--- config.mk ---
export PLATFORM = sky130hd
export DESIGN_NAME = cic_decimator
export DESIGN_NICKNAME = d
export VERILOG_FILES = /design/src/rtl/dfe_pkg.sv /design/src/rtl/cic_comb_stage.sv /design/src/rtl/cic_decimator.sv
export SDC_FILE = /design/constraint.sdc
export NUM_CORES = 1
export LEC_CHECK = 0
export ABC_AREA = 0
export BUFFER_PORTS_ARGS = -buffer_cell sky130_fd_sc_hd__buf_2
export CORE_MARGIN = 2
export CORE_UTILIZATION = 50
export CTS_BUF_LIST = sky130_fd_sc_hd__clkbuf_4 sky130_fd_sc_hd__clkbuf_8
export DETAILED_ROUTE_END_ITERATION = 7
export GPL_ROUTABILITY_DRIVEN = 1
export PLACE_DENSITY_LB_ADDON = 0.05
export SLEW_MARGIN = 30
export SYNTH_ARGS = -nofsm -noshare
export SYNTH_HDL_FRONTEND = slang
export SYNTH_SLANG_ARGS = --single-unit
--- constraint.sdc ---
create_clock -name clk -period 24.6 [get_ports clk]
set_input_delay 0 -clock clk [delete_from_list [all_inputs] [get_ports clk]]
set_output_delay 0 -clock clk [all_outputs]
set_load 0.01 [all_outputs]
--- src/rtl/dfe_pkg.sv ---
// Shared DFE definitions: sample format, CIC accumulator sizing and
// saturation limits used by the decimation chain.
package dfe_pkg;

    localparam int DFE_DATA_WIDTH = 16;
    localparam int DFE_DATA_FRAC  = 15;

    function automatic int acc_width(input int dw, input int ns, input int lr);
        return dw + ns * lr;
    endfunction

    function automatic longint sat_max(input int dw);
        return (64'sd1 <<< (dw - 1)) - 64'sd1;
    endfunction

    function automatic longint sat_min(input int dw);
        return -(64'sd1 <<< (dw - 1));
    endfunction

    // Ratio selects above the supported maximum behave as the maximum.
    function automatic logic [2:0] clamp_sel(input logic [2:0] sel, input int lr);
        logic [2:0] res;
        if (int'({29'd0, sel}) > lr) begin
            res = 3'(lr);
        end else begin
            res = sel;
        end
        return res;
    endfunction

endpackage

--- src/rtl/cic_comb_stage.sv ---
// One CIC comb section: y = x - x(previous decimated sample).
module cic_comb_stage #(
    parameter int ACC_W = 28
) (
    input  logic             clk,
    input  logic             rst_n,
    input  logic             i_clr,
    input  logic             i_en,
    input  logic [ACC_W-1:0] i_x,
    output logic [ACC_W-1:0] o_y
);

    logic [ACC_W-1:0] r_dly;

    assign o_y = i_x - r_dly;

    // Delay element, updated once per decimated sample.
    always_ff @(posedge clk or negedge rst_n) begin
        if (!rst_n) begin
            r_dly <= {ACC_W{1'b0}};
        end else if (i_clr) begin
            r_dly <= {ACC_W{1'b0}};
        end else if (i_en) begin
            r_dly <= i_x;
        end else begin
            r_dly <= r_dly;
        end
    end

endmodule

--- src/rtl/cic_decimator.sv ---
// Integer CIC decimator, R = 2^dec_sel, with rounding normalisation and
// output saturation. Integrators are inline; combs are cic_comb_stage.
module cic_decimator
    import dfe_pkg::*;
#(
    parameter int DATA_WIDTH = DFE_DATA_WIDTH,
    parameter int DATA_FRAC  = DFE_DATA_FRAC,
    parameter int N_STAGE    = 3,
    parameter int LOG2_RMAX  = 4
) (
    input  logic                  clk,
    input  logic                  rst_n,
    input  logic                  valid_in,
    input  logic [DATA_WIDTH-1:0] filter_in,
    input  logic [2:0]            dec_sel,
    output logic [DATA_WIDTH-1:0] filter_out,
    output logic                  valid_out,
    output logic                  overflow,
    output logic                  underflow
);

    localparam int ACC_W = acc_width(DATA_WIDTH, N_STAGE, LOG2_RMAX);
    localparam int EXT_W = ACC_W + 1;
    localparam logic signed [EXT_W-1:0] SAT_HI = EXT_W'(sat_max(DATA_WIDTH));
    localparam logic signed [EXT_W-1:0] SAT_LO = EXT_W'(sat_min(DATA_WIDTH));

    logic                   r_loaded;
    logic [2:0]             r_dec_sel;
    logic                   w_flush;
    logic [2:0]             w_sel;
    logic [LOG2_RMAX-1:0]   w_last;
    logic [LOG2_RMAX-1:0]   r_phase;
    logic                   w_wrap;
    logic [7:0]             w_shift;

    logic [ACC_W-1:0]       w_in_ext;
    logic [ACC_W-1:0]       r_int     [N_STAGE];
    logic [ACC_W-1:0]       w_int_nxt [N_STAGE];
    logic [ACC_W-1:0]       w_comb    [N_STAGE+1];

    logic                   r_wrap_d;
    logic                   r_comb_vld;
    logic [ACC_W-1:0]       r_comb_out;

    logic signed [EXT_W-1:0] w_rnd;
    logic signed [EXT_W-1:0] w_scaled;
    logic [DATA_WIDTH-1:0]   w_sat;
    logic                    w_ovf;
    logic                    w_unf;

    // Ratio selection, flush detection and frame-wrap decode.
    always_comb begin
        w_flush = 1'b0;
        w_sel   = clamp_sel(dec_sel, LOG2_RMAX);
        if (r_loaded) begin
            w_flush = (dec_sel != r_dec_sel);
            w_sel   = clamp_sel(r_dec_sel, LOG2_RMAX);
        end else begin
            w_flush = 1'b0;
            w_sel   = clamp_sel(dec_sel, LOG2_RMAX);
        end
        w_last  = ~({LOG2_RMAX{1'b1}} << w_sel);
        w_wrap  = valid_in && !w_flush && (r_phase == w_last);
        w_shift = 8'(N_STAGE * int'({29'd0, w_sel}));
    end

    // Ratio register; the first edge after reset only loads it.
    always_ff @(posedge clk or negedge rst_n) begin
        if (!rst_n) begin
            r_loaded  <= 1'b0;
            r_dec_sel <= 3'd0;
        end else begin
            r_loaded  <= 1'b1;
            r_dec_sel <= dec_sel;
        end
    end

    // Integrator chain evaluated in one cycle so all stages see this sample.
    always_comb begin
        w_in_ext = {{(ACC_W-DATA_WIDTH){filter_in[DATA_WIDTH-1]}}, filter_in};
        for (int k = 0; k < N_STAGE; k++) begin
            if (k == 0) begin
                w_int_nxt[k] = r_int[k] + w_in_ext;
            end else begin
                w_int_nxt[k] = r_int[k] + w_int_nxt[k-1];
            end
        end
    end

    // Integrator state and phase counter; frozen when valid_in is low.
    always_ff @(posedge clk or negedge rst_n) begin
        if (!rst_n) begin
            for (int k = 0; k < N_STAGE; k++) begin
                r_int[k] <= {ACC_W{1'b0}};
            end
            r_phase  <= {LOG2_RMAX{1'b0}};
            r_wrap_d <= 1'b0;
        end else if (w_flush) begin
            for (int k = 0; k < N_STAGE; k++) begin
                r_int[k] <= {ACC_W{1'b0}};
            end
            r_phase  <= {LOG2_RMAX{1'b0}};
            r_wrap_d <= 1'b0;
        end else if (valid_in) begin
            for (int k = 0; k < N_STAGE; k++) begin
                r_int[k] <= w_int_nxt[k];
            end
            r_phase  <= w_wrap ? {LOG2_RMAX{1'b0}} : r_phase + LOG2_RMAX'(1);
            r_wrap_d <= w_wrap;
        end else begin
            r_wrap_d <= 1'b0;
        end
    end

    assign w_comb[0] = r_int[N_STAGE-1];

    for (genvar g = 0; g < N_STAGE; g++) begin : g_comb
        cic_comb_stage #(
            .ACC_W (ACC_W)
        ) u_comb (
            .clk   (clk),
            .rst_n (rst_n),
            .i_clr (w_flush),
            .i_en  (r_wrap_d),
            .i_x   (w_comb[g]),
            .o_y   (w_comb[g+1])
        );
    end

    // Capture the comb result of the decimated sample.
    always_ff @(posedge clk or negedge rst_n) begin
        if (!rst_n) begin
            r_comb_out <= {ACC_W{1'b0}};
            r_comb_vld <= 1'b0;
        end else if (w_flush) begin
            r_comb_vld <= 1'b0;
        end else begin
            r_comb_vld <= r_wrap_d;
            if (r_wrap_d) begin
                r_comb_out <= w_comb[N_STAGE];
            end else begin
                r_comb_out <= r_comb_out;
            end
        end
    end

    // Remove the R^N gain with round-half-up, then clip to the sample range.
    always_comb begin
        w_rnd = {r_comb_out[ACC_W-1], r_comb_out};
        if (w_shift != 8'd0) begin
            w_rnd = w_rnd + ({{(EXT_W-1){1'b0}}, 1'b1} << (w_shift - 8'd1));
        end else begin
            w_rnd = w_rnd;
        end
        w_scaled = w_rnd >>> w_shift;
        w_ovf    = 1'b0;
        w_unf    = 1'b0;
        w_sat    = w_scaled[DATA_WIDTH-1:0];
        if (w_scaled > SAT_HI) begin
            w_ovf = 1'b1;
            w_sat = SAT_HI[DATA_WIDTH-1:0];
        end else if (w_scaled < SAT_LO) begin
            w_unf = 1'b1;
            w_sat = SAT_LO[DATA_WIDTH-1:0];
        end else begin
            w_sat = w_scaled[DATA_WIDTH-1:0];
        end
    end

    // Output register; a flush drops any result still in the pipeline.
    always_ff @(posedge clk or negedge rst_n) begin
        if (!rst_n) begin
            filter_out <= {DATA_WIDTH{1'b0}};
            valid_out  <= 1'b0;
            overflow   <= 1'b0;
            underflow  <= 1'b0;
        end else if (w_flush) begin
            valid_out  <= 1'b0;
            overflow   <= 1'b0;
            underflow  <= 1'b0;
        end else if (r_comb_vld) begin
            filter_out <= w_sat;
            valid_out  <= 1'b1;
            overflow   <= w_ovf;
            underflow  <= w_unf;
        end else begin
            valid_out  <= 1'b0;
            overflow   <= 1'b0;
            underflow  <= 1'b0;
        end
    end

endmodule

==> results_dict.tcl <==
set metrics [dict create \
    grt_usage_pct 26.2 \
    cts_setup_buffers 0 \
    instances_no_fill 3112 \
    antenna_found_initial 1 \
    min_period_ns 8.87 \
    hold_slack_ns -0.00599 \
    path_cells "or3b_2 > and2_1 > buf_4 > ha_1 > buf_4 > nand3_1 > xnor2_1 > o31ai_1 > nand3_1 > fa_1 > nor2b_1 > o2111ai_1 > a21oi_1 > o21ai_0 > o22a_1 > a32oi_1 > a211oi_2 > nor2b_1 > a311oi_1 > a31oi_1 > or3_1 > o31ai_2 > a221o_1" \
    endpoint_kind "flop" \
    grt_pass1_wl_mm 93.9 \
    post-synth-top-count-cell "nor2_1" \
    postPlaceCellArea_um2 21400 \
    met3_length_mm 1.92 \
    synthArstFlopShare_pct 100 \
    route.met2.wl_mm 27.0 \
    synth.net_count 2747 \
    placedCellCount 3012 \
    tritoncts "yes" \
    skew_ns 0.0261 \
    area_growth_pct 9.05 \
    finalHoldViolations 2 \
    insertion_delay_ns 0.63 \
    antenna_cells 0 \
    grt_pass1_vias 18400 \
    final_layout_size_suffix_gt1_share_pct 7.52 \
    num_rows 74 \
    worstSetupStartpointType "flop" \
    top_layer_used "met4" \
    fin_util_pct 55.2 \
    slowest_stage "o31ai_2" \
    portBuffers 40 \
    die_h_um 208 \
    fin_area_um2 22600 \
    clk_path_buf_depth 3 \
    fmax_mhz 113 \
    synth_top_area_share_pct 27.2 \
    nNetsFinal 2770 \
    slowest_delay_ns 0.79 \
    clk_pin_slew_ns 0.06 \
    netlist_area_um2 20700 \
    cts_buffers 46 \
    drc 0 \
    routed_wl_mm 56.5 \
    cp_max_fo 50 \
    ios 41 \
    die_w_um 208 \
    via_per_inst 5.93 \
    synth_area_leader_cell "dfrtp_1" \
    grt_setup_unrepaired "no" \
    syn-instance-count 2519 \
    yosys_warnings 0 \
    drt_iter0_markers 1120 \
    cts_sinks 225 \
    violations "negative hold slack" \
    cap_viol_max_count 0 \
    crit_type "reg -> reg" \
    post_cts_resized 0 \
    postCtsHoldBufs 14 \
    setup_violations 0 \
    crit_arrival_ns 9.43 \
    ys_seq_area_share_pct 27.2 \
    grt_overflow 0 \
    relSlewSlack_pct 31.2 \
    dp_hpwl_mm 41.4 \
    hold_class "in -> async" \
    drtPass1Iterations 7 \
    synth_cell_types 90 \
    synth_area_leaders "dfrtp_1, ha_1, mux2i_1" \
    wl_met1_mm 25.7 \
    cts_root_buf "clkbuf_8" \
    syn_avg_cell_area_um2 8.23 \
    grt_max_degree 167 \
    antenna_left 0 \
    wire_per_inst_um 18.1 \
    die_area_um2 43100 \
    worst_pin_slew_ns 1.03 \
    start_util_pct 50.7 \
    cp_top_family "compound AO/OA/AOI/OAI gates" \
    core-area_um2 40900 \
    setup_tns_ns 0 \
    synthFlopType "dfrtp_1" \
    fillCellCount 3864 \
    path_buf_inv 2 \
    synth_commonest_cells "nor2_1, dfrtp_1, ha_1" \
    slew_viol_final 0 \
    synth_seq_cells 225 \
    status "finished, violations left" \
    synth-edff-count 0 \
    vias 18500 \
    cp_data_required_time_ns 25.16 \
    gp_congestion 0.915 \
    timing.final.crit_share_pct 36.1 \
    htreeDepth 2 \
]
[state kept, by name, summed over array words and instances (netlist names), 3 cells and up]
register             flops
r_phase                  4
r_comb_out              28
r_int                   84
r_dec_sel                3
filter_out              16
g_comb.u_comb.r_dly     84
[placed cells by master, fill, tap and decap left out, types with 9 or more instances in the layout]
master / netlist / layout
a211oi_1: 38 / 38
a21o_1: 41 / 41
a21oi_1: 160 / 159
a221o_1: 12 / 12
a31oi_1: 27 / 27
and2_1: 23 / 23
and3_1: 23 / 23
buf_2: 0 / 38
buf_4: 1 / 17
clkbuf_4: 0 / 11
clkbuf_8: 0 / 59
clkinv_2: 0 / 11
dfrtp_1: 225 / 224
dlygate4sd3_1: 0 / 14
ha_1: 198 / 198
inv_1: 145 / 145
mux2_2: 9 / 9
mux2i_1: 173 / 173
nand2_1: 186 / 186
nand2b_1: 23 / 23
nand3_1: 75 / 75
nand4_1: 11 / 11
nor2_1: 331 / 331
nor2b_1: 29 / 29
nor3_1: 73 / 73
o211ai_1: 33 / 33
o21a_1: 31 / 31
o21ai_0: 146 / 146
o21bai_1: 19 / 19
o31ai_1: 13 / 12
or3_1: 26 / 26
xnor2_1: 111 / 110
xor2_1: 58 / 57
[logic make-up (layout without fill, tap and decap cells)]
group / after synthesis / in the layout / share of synthesized area, %
buffers and inverters: 245 / 306 / 4.49
other: 1 / 1 / 0.0181
adder cells (fa/ha/maj): 206 / 206 / 12.7
AO/OA/AOI/OAI: 647 / 647 / 20.7
XOR/XNOR: 169 / 169 / 7.14
AND/OR/NAND/NOR: 840 / 840 / 18.5
flip-flops: 225 / 225 / 27.2
multiplexers: 186 / 186 / 9.28
[through the flow]
stage               hold slack [ns]  setup slack [ns]
finish                     -0.00599             15.73
global route                 0.0486             15.16
floorplan                    -0.296             16.62
CTS                          0.0143             15.86
global placement              0.116             16.03
detailed placement            0.120             15.85
[layer usage]
metal  track usage (%)  up-vias
met3              2.81      103
met5                 0        -
met1              34.4     8857
li1                  -     9121
met4              9.78        0
met2              44.5      382
[area by class of cell]
| cell class | count | area [µm²] | area share, % |
|---|---|---|---|
| inverters | 148 | 556 | 2.46 |
| multi-input cells | 2049 | 14200 | 62.8 |
| clock buffers | 70 | 895 | 3.96 |
| clock inverters | 16 | 156 | 0.692 |
| well taps | 532 | 666 | 2.94 |
| repair buffers | 72 | 504 | 2.23 |
| flip-flops and latches | 225 | 5630 | 24.9 |
[path summary, 6_finish.rpt]
check / startpoint / to / slack [ns] / cells after the start
worst min register to register: filter_out[0] / filter_out[0] / 0.51 / 1
worst min-delay path: rst_n / r_int[82] / -0.006 / 2
worst max register to register: r_loaded / filter_out[4] / 15.73 / 23
min in group clk: dec_sel[1] / r_dec_sel[1] / 0.07 / 2
max in group asynchronous: rst_n / r_wrap_d / 23.30 / 3
worst max-delay path: r_loaded / filter_out[4] / 15.73 / 23
Power is not shown: default switching activity piles up to over one toggle a cycle in this logic, so the estimate is an artifact.
